**config.mk**
```make
export PLATFORM = sky130hd
export DESIGN_NAME = clock_set_ctrl_flat
export DESIGN_NICKNAME = d
export VERILOG_FILES = /design/src/rtl/clock_pkg.sv /design/src/rtl/clock_set_ctrl_if.sv /design/src/rtl/key_edge_sync.sv /design/src/rtl/clock_set_ctrl.sv /design/src/flat_wrapper.sv
export SDC_FILE = /design/constraint.sdc
export NUM_CORES = 1
export LEC_CHECK = 0
export ABC_AREA = 0
export CORE_MARGIN = 2
export CORE_UTILIZATION = 37
export DETAILED_ROUTE_END_ITERATION = 8
export GPL_TIMING_DRIVEN = 0
export MAX_ROUTING_LAYER = met4
export PLACE_DENSITY = 0.63
export SLEW_MARGIN = 10
export SYNTH_ARGS = -nofsm -noshare
export SYNTH_HDL_FRONTEND = slang
export SYNTH_HIERARCHICAL = 1
export SYNTH_SLANG_ARGS = --single-unit
```
**constraint.sdc**
```tcl
create_clock -name clk -period 1.95 [get_ports clk]
set_input_delay 0.4875 -clock clk [delete_from_list [all_inputs] [get_ports clk]]
set_output_delay 0.4875 -clock clk [all_outputs]
set_load 0.01 [all_outputs]
```
**src/rtl/clock_pkg.sv**
```systemverilog
// clock_pkg: shared states, BCD limits and BCD helpers for the digital clock
package clock_pkg;
  typedef enum logic [1:0] {RUN, SET_H, SET_M, LOAD} state_t;
  localparam logic [7:0] HOUR_MAX = 8'h23;
  localparam logic [7:0] MIN_MAX = 8'h59;
  function automatic logic [7:0] bcd_inc(input logic [7:0] v, input logic [7:0] max);
    return (v >= max) ? 8'h00 : (v[3:0] == 4'd9) ? {v[7:4] + 4'd1, 4'd0} : v + 8'd1;
  endfunction
  function automatic logic [7:0] bcd_sanitize(input logic [7:0] v, input logic [7:0] max);
    return (v[7:4] > 4'd9 || v[3:0] > 4'd9 || v > max) ? 8'h00 : v;
  endfunction
endpackage

```
**src/rtl/clock_set_ctrl_if.sv**
```systemverilog
// clock_set_ctrl_if: key, timekeeper and display signals of the set controller
interface clock_set_ctrl_if;
  logic key_mode;
  logic key_inc;
  logic [7:0] cur_h;
  logic [7:0] cur_m;
  logic mode;
  logic field;
  logic [7:0] set_h;
  logic [7:0] set_m;
  logic load;
  logic scan_en;
  modport master (output key_mode, key_inc, cur_h, cur_m, input mode, field, set_h, set_m, load, scan_en);
  modport slave (input key_mode, key_inc, cur_h, cur_m, output mode, field, set_h, set_m, load, scan_en);
endinterface

```
**src/rtl/key_edge_sync.sv**
```systemverilog
// key_edge_sync: 2-flop synchronizer followed by a rising-edge one-cycle pulse
module key_edge_sync (
  input logic clk,
  input logic rstn,
  input logic key,
  output logic evt
);
  logic [2:0] q;
  // shift the key through two sync flops and one history flop
  always_ff @(posedge clk or negedge rstn)
    if (!rstn) q <= '0;
    else q <= {q[1:0], key};
  assign evt = q[1] & ~q[2];
endmodule

```
**src/rtl/clock_set_ctrl.sv**
```systemverilog
// clock_set_ctrl: run/set mode sequencing, BCD set values, load strobe and scan tick
module clock_set_ctrl
  import clock_pkg::*;
#(
  parameter int unsigned SCAN_DIV = 50000,
  parameter int unsigned TIMEOUT_TICKS = 10000
) (
  input logic clk,
  input logic rstn,
  clock_set_ctrl_if.slave bus
);
  localparam int SW = (SCAN_DIV > 1) ? $clog2(SCAN_DIV) : 1;
  localparam int TW = (TIMEOUT_TICKS > 1) ? $clog2(TIMEOUT_TICKS) : 1;
  state_t state, nxt;
  logic mode_evt, inc_evt, to_hit, editing, scan_en;
  logic [SW-1:0] scan_cnt;
  logic [TW-1:0] to_cnt;
  logic [7:0] set_h, set_m;
  key_edge_sync u_mode (.clk(clk), .rstn(rstn), .key(bus.key_mode), .evt(mode_evt));
  key_edge_sync u_inc (.clk(clk), .rstn(rstn), .key(bus.key_inc), .evt(inc_evt));
  assign editing = (state == SET_H) || (state == SET_M);
  assign to_hit = scan_en && (to_cnt == TW'(TIMEOUT_TICKS - 1));
  // state register
  always_ff @(posedge clk or negedge rstn)
    if (!rstn) state <= RUN;
    else state <= nxt;
  // next state: mode beats inc, any key beats timeout
  always_comb begin
    nxt = state;
    case (state)
      RUN: nxt = mode_evt ? SET_H : RUN;
      SET_H: nxt = mode_evt ? SET_M : (!inc_evt && to_hit) ? RUN : SET_H;
      SET_M: nxt = mode_evt ? LOAD : (!inc_evt && to_hit) ? RUN : SET_M;
      default: nxt = RUN;
    endcase
  end
  // state-decoded outputs
  always_comb begin
    bus.mode = editing;
    bus.field = state == SET_M;
    bus.load = state == LOAD;
  end
  // set values: capture (sanitised) on entry, BCD increment while editing
  always_ff @(posedge clk or negedge rstn)
    if (!rstn) begin
      set_h <= 8'h00;
      set_m <= 8'h00;
    end else if (state == RUN && mode_evt) begin
      set_h <= bcd_sanitize(bus.cur_h, HOUR_MAX);
      set_m <= bcd_sanitize(bus.cur_m, MIN_MAX);
    end else if (state == SET_H && !mode_evt && inc_evt) begin
      set_h <= bcd_inc(set_h, HOUR_MAX);
    end else if (state == SET_M && !mode_evt && inc_evt) begin
      set_m <= bcd_inc(set_m, MIN_MAX);
    end
  // inactivity counter: counts scan ticks while editing, cleared by any key
  always_ff @(posedge clk or negedge rstn)
    if (!rstn) to_cnt <= '0;
    else if (!editing || mode_evt || inc_evt) to_cnt <= '0;
    else if (scan_en) to_cnt <= to_cnt + 1'b1;
  // free-running scan divider with a registered tick
  always_ff @(posedge clk or negedge rstn)
    if (!rstn) begin
      scan_cnt <= '0;
      scan_en <= 1'b0;
    end else begin
      scan_cnt <= (scan_cnt == SW'(SCAN_DIV - 1)) ? '0 : scan_cnt + 1'b1;
      scan_en <= scan_cnt == SW'(SCAN_DIV - 1);
    end
  assign bus.set_h = set_h;
  assign bus.set_m = set_m;
  assign bus.scan_en = scan_en;
endmodule

```
**src/flat_wrapper.sv**
```systemverilog
// flat-port wrapper written by rule: the top's interface ports become plain ports
module clock_set_ctrl_flat import clock_pkg::*;
#(
  parameter int unsigned SCAN_DIV = 50000,
  parameter int unsigned TIMEOUT_TICKS = 10000
)
  (clk, rstn, bus_key_mode, bus_key_inc, bus_cur_h, bus_cur_m, bus_mode, bus_field, bus_set_h, bus_set_m, bus_load, bus_scan_en);
  clock_set_ctrl_if bus_i ();
  input logic clk;
  input logic rstn;
  input wire logic [$bits(bus_i.key_mode)-1:0] bus_key_mode;
  input wire logic [$bits(bus_i.key_inc)-1:0] bus_key_inc;
  input wire logic [$bits(bus_i.cur_h)-1:0] bus_cur_h;
  input wire logic [$bits(bus_i.cur_m)-1:0] bus_cur_m;
  output wire logic [$bits(bus_i.mode)-1:0] bus_mode;
  output wire logic [$bits(bus_i.field)-1:0] bus_field;
  output wire logic [$bits(bus_i.set_h)-1:0] bus_set_h;
  output wire logic [$bits(bus_i.set_m)-1:0] bus_set_m;
  output wire logic [$bits(bus_i.load)-1:0] bus_load;
  output wire logic [$bits(bus_i.scan_en)-1:0] bus_scan_en;
  assign bus_i.key_mode = bus_key_mode;
  assign bus_i.key_inc = bus_key_inc;
  assign bus_i.cur_h = bus_cur_h;
  assign bus_i.cur_m = bus_cur_m;
  assign bus_mode = bus_i.mode;
  assign bus_field = bus_i.field;
  assign bus_set_h = bus_i.set_h;
  assign bus_set_m = bus_i.set_m;
  assign bus_load = bus_i.load;
  assign bus_scan_en = bus_i.scan_en;
  clock_set_ctrl #(.SCAN_DIV(SCAN_DIV), .TIMEOUT_TICKS(TIMEOUT_TICKS)) u_core (.clk(clk), .rstn(rstn), .bus(bus_i));
endmodule
```
## Yosys cells after proc, flatten, opt, wreduce, memory -nomap -nowiden

Cells that the tools add are included.

- Memories: 0
- Register bits: 55
- Bits in read-only memories: 0
- Latch bits: 0
- Bits of input ports: 20
- RAM bits: 0

- Muxes and demuxes: 20
- Add/sub/neg operators: 6
- Reduce and logical (&&, ||, !) cells: 22
- Equality and inequality tests: 8
- Bitwise operators: 4
- Magnitude comparators: 8
- Divide/modulo/power cells: 0
- $mul: 0
- Shift operators: 0

Operator list:

| kind | number |
|---|---|
| 2-to-1 mux 8 bit | 11 |
| 2-to-1 mux 14 bit | 2 |
| adder 16 x 1 -> 16 bit (second input constant) | 1 |
| adder 8 x 1 -> 8 bit (second input constant) | 2 |
| equality test 16 bit (second input constant) | 1 |
| greater-than comparator 4 bit (second input constant) | 4 |
| 2-to-1 mux 16 bit | 1 |
| adder 14 x 1 -> 14 bit (second input constant) | 1 |
| equality test 14 bit (second input constant) | 1 |
| adder 4 x 1 -> 4 bit (second input constant) | 2 |
| equality test 4 bit (second input constant) | 2 |
| >= comparator 8 x 6 -> 1 bit (second input constant) | 1 |
| >= comparator 8 x 7 -> 1 bit (second input constant) | 1 |
| greater-than comparator 8 x 6 -> 1 bit (second input constant) | 1 |
| greater-than comparator 8 x 7 -> 1 bit (second input constant) | 1 |
| logical AND 1 bit | 7 |
| logical OR 1 bit | 7 |
| 2-to-1 mux 2 bit | 3 |
| one-hot mux 2 bit (3 select lines) | 1 |
| nonzero test 2 bit | 3 |
| equality test 2 bit (second input constant) | 2 |
| logical NOT 1 bit | 3 |
| AND 1 bit | 2 |
| equality test 2 x 1 -> 1 bit (second input constant) | 1 |
| 5 further kinds | 7 |

## Logic depth before layout (Yosys ltp)

- Word-level depth: 8
- Gate-level depth with buffers: 7
- Depth with buffers taken out: 6

## Cells and area by module

The synthesis kept the hierarchy.

Modules (own cells, without submodules):

| module | area each (um2) | cells an instance | sequential area each (um2) | times used |
|---|---|---|---|---|
| clock_set_ctrl | 2,782.7 | 287 | 1,226.2 | 1 |
| key_edge_sync | 88.8 | 4 | 75.1 | 2 |

## Worst setup path after synthesis

No wires, ideal clock.

- Path type: reg2reg
- Start point: register u_core.to_cnt[6]
- End point: register u_core.state[0]
- Path slack: 0.202 ns
- Path buffers: 0
- Stages on the path, launching flop included: 5
- Required time: 1.820 ns
- Setup time: 0.130 ns
- Data arrival time: 1.617 ns
- Path through: dfrtp_1 > or4_1 > or4b_1 > a21oi_1 > a211oi_1

- Cells in the longest elaborated chain, start to end: 6

RTL lines:

| what | RTL line | text |
|---|---|---|
| from (decl) | clock_set_ctrl.sv:17 | `logic [TW-1:0] to_cnt;` |
| from (signal assigned) | clock_set_ctrl.sv:60 | `else if (scan_en) to_cnt <= to_cnt + 1'b1;` |
| equality test 14 bit | clock_set_ctrl.sv:22 | `assign to_hit = scan_en && (to_cnt == TW'(TIMEOUT_TICKS - 1));` |
| logical AND 1 bit | clock_set_ctrl.sv:22 |  |
| logical AND 1 bit | clock_set_ctrl.sv:32 | `SET_H: nxt = mode_evt ? SET_M : (!inc_evt && to_hit) ? RUN : SET_H;` |
| 2-to-1 mux 1 bit | clock_set_ctrl.sv:32 |  |
| 2-to-1 mux 2 bit | clock_set_ctrl.sv:32 |  |
| one-hot mux 2 bit (3 select lines) | clock_set_ctrl.sv:30 | `case (state)` |
| named net u_core.nxt[0] | clock_set_ctrl.sv:14 | `state_t state, nxt;` |
| to (signal assigned) | clock_set_ctrl.sv:26 | `else state <= nxt;` |
| to (decl) | clock_set_ctrl.sv:14 |  |

The timed path passes the listed nets, and every way through them passes these cells.
A chain may end at the register's enable or synchronous reset.

## Worst setup path after layout

- Start point: register u_core.state[1]
- End point: output port bus_mode

- Cells in the longest elaborated chain, start to end: 2

RTL lines:

| what | RTL line | text |
|---|---|---|
| equality test 2 x 1 -> 1 bit or equality test 2 bit (tied branches) | clock_set_ctrl.sv:21 | `assign editing = (state == SET_H) \|\| (state == SET_M);` |
| logical OR 1 bit (*) | clock_set_ctrl.sv:21 |  |
| to (decl) | flat_wrapper.sv:15 | `output wire logic [$bits(bus_i.mode)-1:0] bus_mode;` |

Mark *: on every way between the ends. The rest lies on a longest branch, timed or not.

==> impl_metrics.py <==
metrics = {
    "synthesis": {
        "yosysSeqAreaShare": 0.465,
        "ys_ff_latch": 55,
        "ys.flop_type": "dfrtp_1",
        "avgSynthCellArea_sq_um": 10.0,
        "synth_edf_count": 0,
        "synth.distinct_cells": 55,
        "syn_nets": 327,
        "syn_area_sq_um": 2960,
        "ys_warn_count": 6,
        "synth-async-reset-ratio": 1.00,
        "synthCells": 295,
    },
    "cts": {
        "cts.sinks": 55,
        "cts_made_buffers": 5,
        "cts.clk_slew.worst_paths_ns": 0.11,
        "cts_tree": "done",
        "cts.path.max_buffers": 2,
        "clk-insertion-delay-late_ns": 0.31,
        "cts-root-buf": "clkbuf_8",
        "htree_levels": 2,
        "ctsHoldBuffers": 0,
    },
    "sta": {
        "fin_tns_setup_ns": 0,
        "finalHoldViolCount": 0,
        "timing.final.crit_period_ns": 1.87,
        "max_slew_margin": 0.537,
        "skew_ns": 0.0130,
        "rsz0062_at_grt": "yes",
        "slew_violations": 0,
        "finalCritPeriodShare": 0.957,
        "tightestPinTransition_ns": 0.694,
        "fmax_mhz": 536,
        "setup_viol": 0,
    },
    "layout": {
        "drive_gt1_frac": 0.109,
        "synthToLayoutAreaGrowth_pct": 24.0,
        "diodes": 0,
        "design_area_sq_um": 3670,
        "nNetsFinal": 381,
    },
    "drt": {
        "dr_wl_met3_um": 271,
        "drt-total-wl_um": 6430,
        "wl_met1_um": 3030,
        "met2_length_um": 3090,
        "drt-initial-drc-count": 116,
        "vias_per_cell": 5.35,
        "dr.pass1.iters": 4,
        "drc": 0,
        "vias": 2420,
        "wl_per_cell_um": 14.2,
        "ant_nets": 0,
        "dr.max_layer_used": "met4",
    },
    "critical_path": {
        "arrival_ns": 1.38,
        "required_ns": 1.46,
        "cp-start-kind": "flip-flop",
        "path_max_fanout": 3,
        "end_kind": "output port",
        "crit_type": "flip-flop to output port",
    },
    "global_route": {
        "grt.total_usage": 0.161,
        "antenna_found_initial": 0,
        "grt_max_degree": 56,
        "grt_overflow_total": 0,
        "grt_pass1_vias": 2362,
        "grt_first_pass_wirelength_um": 11200,
    },
    "die": {
        "die-width_um": 93.4,
        "ios": 40,
        "core_area_sq_um": 7730,
        "num_rows": 32,
        "start_util": 0.383,
        "chipHeight_um": 93.4,
        "dieArea_sq_um": 8730,
    },
    "power_and_ir_drop": {
        "vdd_drop_max_v": 0.000310,
        "leakagePower_nw": 1.53,
        "cellPowerDensity_nw_per_um2": 903,
        "p_total_mw": 3.31,
    },
    "hold_path": {
        "hold_path.class": "primary input to async pin",
    },
    "flow_run": {
        "drv_cap": 0,
    },
    "placement": {
        "place.port_buffers": 39,
        "gp_congestion": 0.869,
        "place_area_sq_um": 3480,
        "hpwlAfterDp_um": 4410,
    },
    "run_status": {
        "status": "complete, no violations",
    },
}
## area by class of cell
cell class / count / area, sq um
sequential: 55 / 1380
buffer: 9 / 47.5
multi-input combinational: 222 / 1540
clock inverter: 1 / 7.51
inverter: 9 / 33.8
timing repair buffer: 47 / 444
tap: 102 / 128
fill: 737 / 4060
clock buffer: 7 / 96.3
## Yosys cell counts, types with 2 or more instances
cell type / number / share of area
dfrtp_1: 55 / 0.46
nor2_1: 27 / 0.034
nand2_1: 19 / 0.024
a21oi_1: 13 / 0.022
nor3_1: 13 / 0.022
ha_1: 12 / 0.051
nand3_1: 12 / 0.020
xor2_1: 12 / 0.036
xnor2_1: 11 / 0.033
nand4_1: 10 / 0.021
inv_1: 9 / 0.011
o21ai_0: 9 / 0.015
a221o_1: 7 / 0.024
and3_1: 5 / 0.011
nor4_1: 5 / 0.011
buf_2: 4 / 0.0068
o21ai_1: 4 / 0.0068
o31ai_1: 4 / 0.010
and2_1: 3 / 0.0063
and3b_1: 3 / 0.0089
and4_1: 3 / 0.0089
clkbuf_1: 3 / 0.0038
nand2b_1: 3 / 0.0063
nor2b_1: 3 / 0.0063
o211ai_1: 3 / 0.0076
o21a_1: 3 / 0.0076
or3_1: 3 / 0.0063
a22oi_1: 2 / 0.0051
nand3b_1: 2 / 0.0051
nand4b_1: 2 / 0.0059
nor2b_4: 2 / 0.0093
nor4b_1: 2 / 0.0059
o2bb2ai_1: 2 / 0.0059
or2_1: 2 / 0.0042
or4_1: 2 / 0.0051
or4b_1: 2 / 0.0068
## registers in the layout (all words and copies together) (netlist names)
register / count
u_core/to_cnt: 14
u_core/u_mode/q: 3
u_core/scan_cnt: 16
u_core/bus.set_m: 8
u_core/bus.set_h: 8
u_core/state: 2
u_core/bus.scan_en: 1
u_core/u_inc/q: 3
## logic make-up after synthesis
kind of cell,Yosys count,synth area share
AOI/OAI and AO/OA,55,0.126
xor gates and xnor gates,23,0.0680
adders and majority gates,12,0.0507
buffers and inverters,18,0.0270
DFF,55,0.465
muxes,2,0.00718
and+or+nand+nor,130,0.256
## per-layer routing
metal,GRT usage,vias to the layer above
met1,0.205,1187
li1,-,1185
met5,-,-
met3,0.0330,4
met2,0.270,44
met4,0.0294,0
## worst max-delay path, stage by stage (launching register included)
cell           delay (ns)
dfrtp_1              0.40
inv_1                0.08
ha_1                 0.30
dlygate4sd2_1        0.30
## where the power goes
group	internal, mW	switching, mW
sequential	1.26	0.145
combinational	0.587	0.614
clock	0.324	0.382
## placed cells by master, fill, tap and decap left out, types with 4 or more instances in the layout
cell type / instances
nor3_1: 13
inv_1: 9
buf_4: 9
clkdlybuf4s50_1: 35
clkbuf_8: 7
xor2_1: 12
nor4_1: 4
buf_2: 4
ha_1: 11
and3_1: 5
o21ai_1: 4
xnor2_1: 11
nand4_1: 10
a221o_1: 7
dfrtp_1: 55
a21oi_1: 13
nor2_1: 26
nand2_1: 18
o21ai_0: 9
nand3_1: 12
## final timing paths
kind / start / to / slack (ns) / cells after the start
max reg2reg: u_core/to_cnt[5] / u_core/state[0] / 0.10 / 4
max in group asynchronous: rstn / u_core/scan_cnt[3] / 1.27 / 1
min reg2reg: u_core/u_mode/q[0] / u_core/u_mode/q[1] / 0.35 / 0
min in group clk: u_core/u_mode/q[0] / u_core/u_mode/q[1] / 0.35 / 0
min: rstn / u_core/scan_cnt[12] / 0.22 / 1
max: u_core/state[1] / bus_mode / 0.08 / 3
## timing repair
action	CTS	global route
buffers inserted	3	5
setup endpoints to repair	6	9
pin swaps	1	2
gates resized for setup	7	5
## stage by stage
stage	utilization	hold WS [ns]	cells	setup slack (ns)
6_report	0.475	0.221	452	0.0831
3_3_place_gp	0.450	0.339	436	-1.37
2_1_floorplan	-	0.192	295	0.202
5_1_grt	0.475	0.274	452	-0.0520
4_1_cts	0.467	0.244	447	0.00438
3_5_place_dp	0.450	0.341	436	-0.229
Note: power is estimated with default switching activity, not from simulation.
